<file path="src/rtl/tri_draw_scheduler_pkg.sv">
// Shared types and helpers for the triangle frame scheduler.
package tri_draw_scheduler_pkg;

  // Frame sequencing states.
  typedef enum logic [2:0] {
    S_IDLE     = 3'd0,
    S_CLR_INIT = 3'd1,
    S_CLEAR    = 3'd2,
    S_FETCH    = 3'd3,
    S_START    = 3'd4,
    S_WAIT     = 3'd5,
    S_DONE     = 3'd6
  } sched_state_t;

  // A queued command carries three vertices (x and y each) plus a colour.
  localparam int VERTEX_FIELDS = 6;

  // Width of one packed command: {ax, ay, bx, by, cx, cy, colour}.
  function automatic int cmd_width(input int coord_w, input int colour_w);
    return VERTEX_FIELDS * coord_w + colour_w;
  endfunction

  // LSB offset of a vertex field; index 0 is cy, 5 is ax. Colour sits at bit 0.
  function automatic int vertex_lsb(input int idx, input int coord_w, input int colour_w);
    return colour_w + idx * coord_w;
  endfunction

  // The scheduler owns the pixel port only while clearing or drawing.
  function automatic logic drives_pixel_port(input sched_state_t s);
    return (s == S_CLEAR) || (s == S_WAIT);
  endfunction

endpackage

</file>
<file path="src/rtl/tri_draw_scheduler_cmd_fifo.sv">
// Synchronous command FIFO holding packed triangle commands.
module tri_cmd_fifo
  import tri_draw_scheduler_pkg::*;
#(
  parameter int WIDTH = 51,
  parameter int DEPTH = 8
) (
  input  logic             clock,
  input  logic             reset,
  input  logic             push,
  input  logic             pop,
  input  logic [WIDTH-1:0] din,
  output logic [WIDTH-1:0] dout,
  output logic             full,
  output logic             empty
);

  localparam int AW = $clog2(DEPTH);

  logic [WIDTH-1:0] mem [DEPTH];
  logic [AW:0]      wr_ptr;
  logic [AW:0]      rd_ptr;
  logic             do_push;
  logic             do_pop;

  // Pointers carry one extra wrap bit so full and empty are distinguishable.
  assign empty   = (wr_ptr == rd_ptr);
  assign full    = (wr_ptr[AW] != rd_ptr[AW]) && (wr_ptr[AW-1:0] == rd_ptr[AW-1:0]);
  assign do_push = push && !full;
  assign do_pop  = pop && !empty;
  assign dout    = mem[rd_ptr[AW-1:0]];

  // Advance read/write pointers; reset empties the queue.
  always_ff @(posedge clock) begin
    if (reset) begin
      wr_ptr <= '0;
      rd_ptr <= '0;
    end else begin
      if (do_push) wr_ptr <= wr_ptr + 1'b1;
      if (do_pop)  rd_ptr <= rd_ptr + 1'b1;
    end
  end

  // Storage write; contents need no reset since the pointers gate visibility.
  always_ff @(posedge clock) begin
    if (do_push) mem[wr_ptr[AW-1:0]] <= din;
  end

endmodule

</file>
<file path="src/rtl/tri_draw_scheduler.sv">
// Frame sequencer: clears the framebuffer, then feeds queued triangles to the
// draw engine, multiplexing the single VGA pixel-write port between the two.
//
// state      | meaning
// -----------+-------------------------------------------------------------
// S_IDLE     | waiting for frame_start
// S_CLR_INIT | one cycle holding the grid counter in reset
// S_CLEAR    | sweeping the grid, plotting the latched clear colour
// S_FETCH    | pop next command, or finish the frame if queue is empty
// S_START    | one-cycle start pulse to the triangle engine
// S_WAIT     | engine owns the pixel port until tri_done
// S_DONE     | one-cycle frame_done pulse
module tri_draw_scheduler
  import tri_draw_scheduler_pkg::*;
#(
  parameter int COORD_W     = 8,
  parameter int COLOUR_W    = 3,
  parameter int DEPTH       = 8,
  parameter int CLEAR_X_MAX = 159,
  parameter int CLEAR_Y_MAX = 119
) (
  input  logic                clock,
  input  logic                reset,
  input  logic                cmd_valid,
  output logic                cmd_ready,
  input  logic [COORD_W-1:0]  cmd_ax,
  input  logic [COORD_W-1:0]  cmd_ay,
  input  logic [COORD_W-1:0]  cmd_bx,
  input  logic [COORD_W-1:0]  cmd_by,
  input  logic [COORD_W-1:0]  cmd_cx,
  input  logic [COORD_W-1:0]  cmd_cy,
  input  logic [COLOUR_W-1:0] cmd_colour,
  input  logic                frame_start,
  input  logic [COLOUR_W-1:0] clear_colour,
  output logic                busy,
  output logic                frame_done,
  output logic [COORD_W-1:0]  tri_ax,
  output logic [COORD_W-1:0]  tri_ay,
  output logic [COORD_W-1:0]  tri_bx,
  output logic [COORD_W-1:0]  tri_by,
  output logic [COORD_W-1:0]  tri_cx,
  output logic [COORD_W-1:0]  tri_cy,
  output logic [COLOUR_W-1:0] tri_colour,
  output logic                tri_start,
  input  logic                tri_done,
  input  logic [COORD_W-1:0]  tri_px,
  input  logic [COORD_W-1:0]  tri_py,
  input  logic [COLOUR_W-1:0] tri_pcolour,
  input  logic                tri_plot,
  output logic                gc_resetn,
  output logic                gc_enable,
  output logic [COORD_W-1:0]  gc_x_max,
  output logic [COORD_W-1:0]  gc_y_max,
  input  logic [COORD_W-1:0]  gc_x,
  input  logic [COORD_W-1:0]  gc_y,
  input  logic                gc_eog,
  output logic [COORD_W-1:0]  oX,
  output logic [COORD_W-1:0]  oY,
  output logic [COLOUR_W-1:0] oColour,
  output logic                oPlot
);

  localparam int CMD_W  = cmd_width(COORD_W, COLOUR_W);
  localparam int OFF_CY = vertex_lsb(0, COORD_W, COLOUR_W);
  localparam int OFF_CX = vertex_lsb(1, COORD_W, COLOUR_W);
  localparam int OFF_BY = vertex_lsb(2, COORD_W, COLOUR_W);
  localparam int OFF_BX = vertex_lsb(3, COORD_W, COLOUR_W);
  localparam int OFF_AY = vertex_lsb(4, COORD_W, COLOUR_W);
  localparam int OFF_AX = vertex_lsb(5, COORD_W, COLOUR_W);

  sched_state_t        state;
  logic [COLOUR_W-1:0] clr_colour_q;

  logic                fifo_push;
  logic                fifo_pop;
  logic                fifo_full;
  logic                fifo_empty;
  logic [CMD_W-1:0]    fifo_din;
  logic [CMD_W-1:0]    fifo_dout;

  logic [COORD_W-1:0]  pix_x;
  logic [COORD_W-1:0]  pix_y;
  logic [COLOUR_W-1:0] pix_colour;
  logic                pix_plot;
  logic [COORD_W-1:0]  hold_x;
  logic [COORD_W-1:0]  hold_y;
  logic [COLOUR_W-1:0] hold_colour;

  assign gc_x_max = COORD_W'(CLEAR_X_MAX);
  assign gc_y_max = COORD_W'(CLEAR_Y_MAX);

  // Commands are accepted in every state; popping only happens in FETCH.
  assign cmd_ready = !fifo_full;
  assign fifo_push = cmd_valid && cmd_ready;
  assign fifo_pop  = (state == S_FETCH) && !fifo_empty;
  assign fifo_din  = {cmd_ax, cmd_ay, cmd_bx, cmd_by, cmd_cx, cmd_cy, cmd_colour};

  tri_cmd_fifo #(
    .WIDTH (CMD_W),
    .DEPTH (DEPTH)
  ) u_cmd_fifo (
    .clock (clock),
    .reset (reset),
    .push  (fifo_push),
    .pop   (fifo_pop),
    .din   (fifo_din),
    .dout  (fifo_dout),
    .full  (fifo_full),
    .empty (fifo_empty)
  );

  // Frame sequencer with registered control outputs and engine operands.
  always_ff @(posedge clock) begin
    if (reset) begin
      state        <= S_IDLE;
      busy         <= 1'b0;
      frame_done   <= 1'b0;
      tri_start    <= 1'b0;
      gc_resetn    <= 1'b0;
      gc_enable    <= 1'b0;
      clr_colour_q <= '0;
      tri_ax       <= '0;
      tri_ay       <= '0;
      tri_bx       <= '0;
      tri_by       <= '0;
      tri_cx       <= '0;
      tri_cy       <= '0;
      tri_colour   <= '0;
    end else begin
      frame_done <= 1'b0;
      tri_start  <= 1'b0;
      case (state)
        S_IDLE: begin
          if (frame_start) begin
            clr_colour_q <= clear_colour;
            busy         <= 1'b1;
            state        <= S_CLR_INIT;
          end
        end
        S_CLR_INIT: begin
          gc_resetn <= 1'b1;
          gc_enable <= 1'b1;
          state     <= S_CLEAR;
        end
        S_CLEAR: begin
          if (gc_eog) begin
            gc_resetn <= 1'b0;
            gc_enable <= 1'b0;
            state     <= S_FETCH;
          end
        end
        S_FETCH: begin
          if (fifo_empty) begin
            frame_done <= 1'b1;
            state      <= S_DONE;
          end else begin
            tri_ax     <= fifo_dout[OFF_AX +: COORD_W];
            tri_ay     <= fifo_dout[OFF_AY +: COORD_W];
            tri_bx     <= fifo_dout[OFF_BX +: COORD_W];
            tri_by     <= fifo_dout[OFF_BY +: COORD_W];
            tri_cx     <= fifo_dout[OFF_CX +: COORD_W];
            tri_cy     <= fifo_dout[OFF_CY +: COORD_W];
            tri_colour <= fifo_dout[COLOUR_W-1:0];
            tri_start  <= 1'b1;
            state      <= S_START;
          end
        end
        S_START: begin
          state <= S_WAIT;
        end
        S_WAIT: begin
          if (tri_done) state <= S_FETCH;
        end
        S_DONE: begin
          busy  <= 1'b0;
          state <= S_IDLE;
        end
        default: begin
          busy  <= 1'b0;
          state <= S_IDLE;
        end
      endcase
    end
  end

  // Pixel port mux: clear sweep, engine pass-through, or idle with held coords.
  always_comb begin
    pix_x      = hold_x;
    pix_y      = hold_y;
    pix_colour = hold_colour;
    pix_plot   = 1'b0;
    if (state == S_CLEAR) begin
      pix_x      = gc_x;
      pix_y      = gc_y;
      pix_colour = clr_colour_q;
      pix_plot   = 1'b1;
    end else if (state == S_WAIT) begin
      pix_x      = tri_px;
      pix_y      = tri_py;
      pix_colour = tri_pcolour;
      pix_plot   = tri_plot;
    end
  end

  // Remember the last driven pixel so the port holds steady when not owned.
  always_ff @(posedge clock) begin
    if (reset) begin
      hold_x      <= '0;
      hold_y      <= '0;
      hold_colour <= '0;
    end else if (drives_pixel_port(state)) begin
      hold_x      <= pix_x;
      hold_y      <= pix_y;
      hold_colour <= pix_colour;
    end
  end

  assign oX      = pix_x;
  assign oY      = pix_y;
  assign oColour = pix_colour;
  assign oPlot   = pix_plot;

endmodule

</file>
<file path="config.mk">
export PLATFORM = sky130hd
export DESIGN_NAME = tri_draw_scheduler
export DESIGN_NICKNAME = d
export VERILOG_FILES = /design/src/rtl/tri_draw_scheduler_pkg.sv /design/src/rtl/tri_draw_scheduler_cmd_fifo.sv /design/src/rtl/tri_draw_scheduler.sv
export SDC_FILE = /design/constraint.sdc
export NUM_CORES = 1
export LEC_CHECK = 0
export ABC_AREA = 1
export CAP_MARGIN = 10
export CORE_UTILIZATION = 52
export DETAILED_ROUTE_END_ITERATION = 8
export PLACE_DENSITY = 0.83
export SETUP_SLACK_MARGIN = 0.1
export SYNTH_ARGS = -nofsm -noshare
export SYNTH_HDL_FRONTEND = slang
export SYNTH_SLANG_ARGS = --single-unit
</file>
<file path="constraint.sdc">
create_clock -name clock -period 3.6 [get_ports clock]
set_clock_uncertainty 0.05 [all_clocks]
set_input_delay 0.9 -clock clock [delete_from_list [all_inputs] [get_ports clock]]
set_output_delay 0.9 -clock clock [all_outputs]
set_load 0.01 [all_outputs]
</file>
# Word-level counts from Yosys, hierarchy flattened
# Memory sizes are Yosys's and may differ from the RTL's. A register that Yosys moved wholly into a read port is not among the register bits.
# Index checks and enable logic that the tools add are counted.
[word_totals]
ram_bits = 408
output_inout_bits = 93
wordCells = 66
mem_count = 1
ff_bits = 37
[mem_list]
columns = ["memory", "words", "word_bits", "rd", "rd_ports_with_merged_regs", "wr", "line", "text"]
rows = [
  ["u_cmd_fifo.mem", 8, 51, 1, 1, 1, "tri_draw_scheduler_cmd_fifo.sv:20", "logic [WIDTH-1:0] mem [DEPTH];"],
]
[classes]
n_bitwise = 3
reduce_logical = 17
n_eq_ne = 11
n_mux = 21
addsub = 2
[op_table]
columns = ["operator", "n"]
rows = [
  ["8-bit 2-to-1 mux", 4],
  ["3-bit case mux with 6 select lines", 1],
  ["3-bit 2-to-1 mux", 5],
  ["4-bit by 1-bit adder with 4-bit output (second input constant)", 2],
  ["1-bit 2-to-1 mux", 8],
  ["2-bit AND reduction", 4],
  ["3-bit by 2-bit equality test with 1-bit output (second input constant)", 2],
  ["3-bit equality test (second input constant)", 2],
  ["2-bit inequality test (second input constant)", 3],
  ["1-bit logical AND", 5],
  ["5-bit OR reduction", 1],
  ["4-bit equality test", 1],
  ["1-bit case mux with 2 select lines", 2],
  ["3-bit by 1-bit equality test with 1-bit output (second input constant)", 1],
  ["3-bit equality test", 1],
  ["3-bit logical NOT", 1],
  ["1-bit NOT", 3],
  ["3-bit AND reduction", 1],
  ["1-bit logical NOT", 2],
  ["2-bit 2-to-1 mux", 1],
  ["2-bit nonzero test", 1],
  ["2-bit OR reduction", 1],
  ["1-bit logical OR", 1],
  ["1-bit inequality test", 1],
]

# Longest topological paths before layout
[depth]
word_depth = 7
ltp_mapped = 11
mapped_depth_nobuf = 9

# Hierarchy
# Synthesis repeated with hierarchy kept, for this count alone.
[unflattened]
cells_unflattened = 1837
hier_area_um2 = 19840.3
[by_module_without_submodules]
columns = ["mod", "instances", "area_per_inst_um2", "seq_area_each_um2", "cells_per_inst"]
rows = [
  ["tri_cmd_fifo", 1, 16510.8, 12472.0, 1354],
  ["tri_draw_scheduler", 1, 3329.4, 1601.5, 483],
]

# Least setup slack after synthesis
# OpenSTA, ideal clock, no wires.
[synth_path]
path_type = "register to register"
start = "reg u_cmd_fifo.wr_ptr[1]"
end = "mem u_cmd_fifo.mem[0][0] (enable)"
arrival_ps = 3328
synth_period_minus_slack_ps = 3838
setup_slack_ps = -238
setup_ps = 460
path_stages_with_launch = 9
path_cell_list = "dfxtp_1 > inv_1 > nand2_1 > nand2_1 > nand4_1 > nand2_1 > inv_1 > nand2_1 > nor2_1"
[synth_via]
elab_chain_len = 7
[synth_lines]
columns = ["element", "line", "text"]
rows = [
  ["from (decl)", "tri_draw_scheduler_cmd_fifo.sv:21", "logic [AW:0] wr_ptr;"],
  ["from (signal assigned)", "tri_draw_scheduler_cmd_fifo.sv:39", "if (do_push) wr_ptr <= wr_ptr + 1'b1;"],
  ["3-bit equality test (*)", "tri_draw_scheduler_cmd_fifo.sv:28", "assign full = (wr_ptr[AW] != rd_ptr[AW]) && (wr_ptr[AW-1:0] == rd_ptr[AW-1:0]);"],
  ["1-bit logical AND (*)", "tri_draw_scheduler_cmd_fifo.sv:28", ""],
  ["1-bit logical NOT (*)", "tri_draw_scheduler.sv:93", "assign cmd_ready = !fifo_full;"],
  ["named net cmd_ready", "tri_draw_scheduler.sv:25", "output logic cmd_ready,"],
  ["1-bit logical AND", "tri_draw_scheduler.sv:94", "assign fifo_push = cmd_valid && cmd_ready;"],
  ["1-bit logical AND (*)", "tri_draw_scheduler_cmd_fifo.sv:29", "assign do_push = push && !full;"],
  ["1-bit 2-to-1 mux (*)", "tri_draw_scheduler_cmd_fifo.sv:46", "if (do_push) mem[wr_ptr[AW-1:0]] <= din;"],
  ["1-bit 2-to-1 mux (not written as such) (*)", "tri_draw_scheduler_cmd_fifo.sv:46", ""],
  ["to (decl)", "tri_draw_scheduler_cmd_fifo.sv:20", ""],
]
# Mark *: on every way through the listed nets, which the timed path passes. The rest lies on a longest branch.

# Final worst setup path
[layout_path]
start = "reg state[2]"
end = "out oX[3]"
[layout_via]
elab_chain_len = 3
[layout_lines]
columns = ["element", "line", "text"]
rows = [
  ["from (decl)", "tri_draw_scheduler.sv:71", "sched_state_t state;"],
  ["from (signal assigned)", "tri_draw_scheduler.sv:115", "state <= S_IDLE;"],
  ["from (signal assigned)", "tri_draw_scheduler.sv:137", "state <= S_CLR_INIT;"],
  ["from (signal assigned)", "tri_draw_scheduler.sv:143", "state <= S_CLEAR;"],
  ["3-bit equality test", "tri_draw_scheduler.sv:197", "end else if (state == S_WAIT) begin"],
  ["8-bit 2-to-1 mux", "tri_draw_scheduler.sv:197", ""],
  ["8-bit 2-to-1 mux (*)", "tri_draw_scheduler.sv:192", "if (state == S_CLEAR) begin"],
  ["to (decl)", "tri_draw_scheduler.sv:57", "output logic [COORD_W-1:0] oX,"],
]
# Every way passes the cells marked *; elsewhere a longest branch is shown, timed or not.

==> flow_summary.json <==
{
  "worstPathMaxFanout": 9,
  "synth.yosys.warnings": 0,
  "drt_wl_total_um": 46410,
  "clock_latency_ns": 0.57,
  "drt-initial-drc-count": 1090,
  "grt_start_max_net_pins": 94,
  "power.ir.vdd_worst_uv": 356.8,
  "route.detailed.wl_per_inst_um": 17.77,
  "rows": 71,
  "htree_num_levels": 2,
  "power_after_layout_uw": 13170,
  "async_reset_ff_frac": 0,
  "final_layout_size_suffix_gt1_frac": 0.07388,
  "power-per-cell-area_mw_per_mm2": 551.8,
  "crit_path_start_kind": "register",
  "nNetsFinal": 2158,
  "clkSinkCount": 496,
  "actual_transition_at_the_worst_max_transition_pin_ns": 1.101,
  "portBuffers": 172,
  "relSlewSlack": 0.2658,
  "vias": 14030,
  "setup_repair_after_global_routing_missed_its_margin": "no",
  "report.final.slew_viol_count": 0,
  "place.detailed.hpwl_um": 25780,
  "grt_overflow_total": 0,
  "syn_avg_cell_area_um2": 10.52,
  "detail_route.drc_violations": 0,
  "initial_utilization": 0.5306,
  "clkTransAtPathRegs_ns": 0.06,
  "tritoncts": "yes",
  "drtPass1Iterations": 5,
  "synthesized_area_mm2": 0.02003,
  "die_area_mm2": 0.03931,
  "timing.final.hold_violations": 0,
  "synth_cell_types": 25,
  "post_route_fraction_of_the_period_consumed_by_the_critical_path": 0.9289,
  "setup_tns_ns": 0,
  "routed_via_density": 5.372,
  "netlist_instances": 1904,
  "cp_data_required_time_ns": 2.65,
  "grt_pass1_wl_um": 70990,
  "areaGrowthSynthToFinish_pct": 19.12,
  "cts_buffers": 47,
  "floorplan.core_area_mm2": 0.03776,
  "hold_start": "clr_colour_q[2]",
  "finalSetupViolations": 0,
  "cts.hold.buffers_added": 0,
  "ant_nets": 0,
  "final_standard_cell_utilization_of_the_core": 0.6320,
  "timing.fmax_mhz": 299.1,
  "worstSetupEndpointType": "output pin",
  "chipWidth_um": 198.3,
  "ys_dominant_reg_cell": "edfxtp_1",
  "clock_tree.root_cell": "clkbuf_16",
  "finalWeightedCongestion": 0.7959,
  "min_path_type": "reg -> reg",
  "p_leak_uw": 0.009317,
  "die_height_um": 198.3,
  "placement.cell_area_mm2": 0.02224,
  "grtUsageTotal": 0.2357,
  "path_class": "reg -> out",
  "run_status": "finished clean",
  "critical_path.startpoint": "state[2]",
  "vias_in_the_first_global_route": 13660,
  "data_arrival_time_of_the_worst_path_ns": 2.39,
  "synth_edf_count": 408,
  "antenna_found_initial": 5,
  "drv_cap": 0,
  "ys_ff_latch": 496,
  "cts_max_path_buffers": 3,
  "r2r_start": "u_cmd_fifo.rd_ptr[1]",
  "layout_min_cycle_time_ns": 3.344,
  "design_area_mm2": 0.02386,
  "num_io_pins": 189,
  "synth_sequential_area_ratio": 0.6996
}
## worst max-delay path: stages, from the launching register on
cell and delay (ns):
dfxtp_1 0.45, nor2_1 0.10, nand2_1 0.15, nand2_4 0.11, buf_4 0.18, nor2_1 0.13
nor3_2 0.06, inv_1 0.10, clkdlybuf4s50_1 0.55
## layout make-up
type | instances | area (µm²)
Antenna cell | 3 | 7.507
Clock buffer | 66 | 1318
Clock inverter | 21 | 195.2
Fill cell | 2717 | 13890
Inverter | 129 | 495.5
Multi-Input combinational cell | 1175 | 5096
Sequential cell | 496 | 14020
Tap cell | 511 | 639.4
Timing Repair Buffer | 210 | 2081
Timing Repair inverter | 1 | 7.507
## Yosys cell counts, types with 5 or more instances
master	number	share of area
or2_2	14	0.0044
clkbuf_1	40	0.0075
edfxtp_1	408	0.61
inv_2	5	0.00094
a21oi_1	20	0.0050
buf_4	24	0.0090
inv_1	124	0.023
o211ai_1	14	0.0052
nand2_1	628	0.12
o21ai_0	9	0.0022
buf_1	10	0.0019
nor2_1	155	0.029
dfxtp_1	88	0.088
nand3_1	281	0.070
nor3_1	21	0.0052
buf_2	44	0.011
## per-stage QoR
| stage | worst slack (ns) | std cells | hold slack [ns] |
|---|---|---|---|
| detailed placement | 0.3657 | 2517 | 0.3977 |
| floorplan | -0.2380 | 1918 | 0.3802 |
| CTS | 0.1062 | 2607 | 0.4079 |
| global placement | 0.3991 | 2517 | 0.3961 |
| global route | 0.1075 | 2611 | 0.4336 |
| finish | 0.2561 | 2612 | 0.4049 |
## path summary, 6_finish.rpt
| path | endpoint | slack [ns] | cells past startpoint |
|---|---|---|---|
| max | oX[3] | 0.26 | 8 |
| min | clr_colour_q[2] | 0.40 | 2 |
| max reg2reg | u_cmd_fifo.mem[6][46] | 0.73 | 9 |
| min reg2reg | clr_colour_q[2] | 0.40 | 2 |
## routing by layer
metal,share of wire,track usage
met5,0.00056,0
met4,0.036,0.1197
met3,0.088,0.04769
met2,0.50,0.4045
met1,0.38,0.2814
## report_power, final
group,leakage [µW],switching (µW),internal (µW)
clock network,0.000748,2040,2780
registers,0.00442,99.6,6440
logic,0.00415,1100,717
total,0.00932,3230,9940
## flip-flops by register name, summed over array words and instances, names as in the netlist, 4 cells and up
signal and count:
hold_x 8, hold_y 8, tri_ax 8, tri_ay 8, tri_bx 8, tri_by 8
tri_cx 8, tri_cy 8, u_cmd_fifo.mem 408, u_cmd_fifo.rd_ptr 4, u_cmd_fifo.wr_ptr 4
## cell usage in the layout (no fill, tap or decap), types with 14 or more instances in the layout
cell type,Yosys,routed
dfxtp_1,88,85
clkdlybuf4s50_1,0,172
nor2_1,155,147
clkbuf_16,0,47
inv_1,124,121
conb_1,2,16
or2_2,14,14
nand3_1,281,280
o211ai_1,14,14
nor3_1,21,18
a21oi_1,20,20
buf_4,24,32
edfxtp_1,408,408
nand2_1,628,626
## what timing repair did
action / in CTS / in global routing
resized for setup: 5 / 6
cloned: 1 / 0
setup buffers: 2 / 2
setup endpoints to repair: 4 / 19
## kinds of logic after synthesis
logic type,Yosys count,synth area share
xor gates and xnor gates,5,0.002186
and+or+nand+nor,1108,0.2303
DFF,496,0.6996
buffers and inverters,247,0.05353
AOI/OAI and AO/OA,44,0.01280
other,2,0.0003749
adders and majority gates,2,0.001249
No activity file was read; power rests on OpenSTA's default activity.
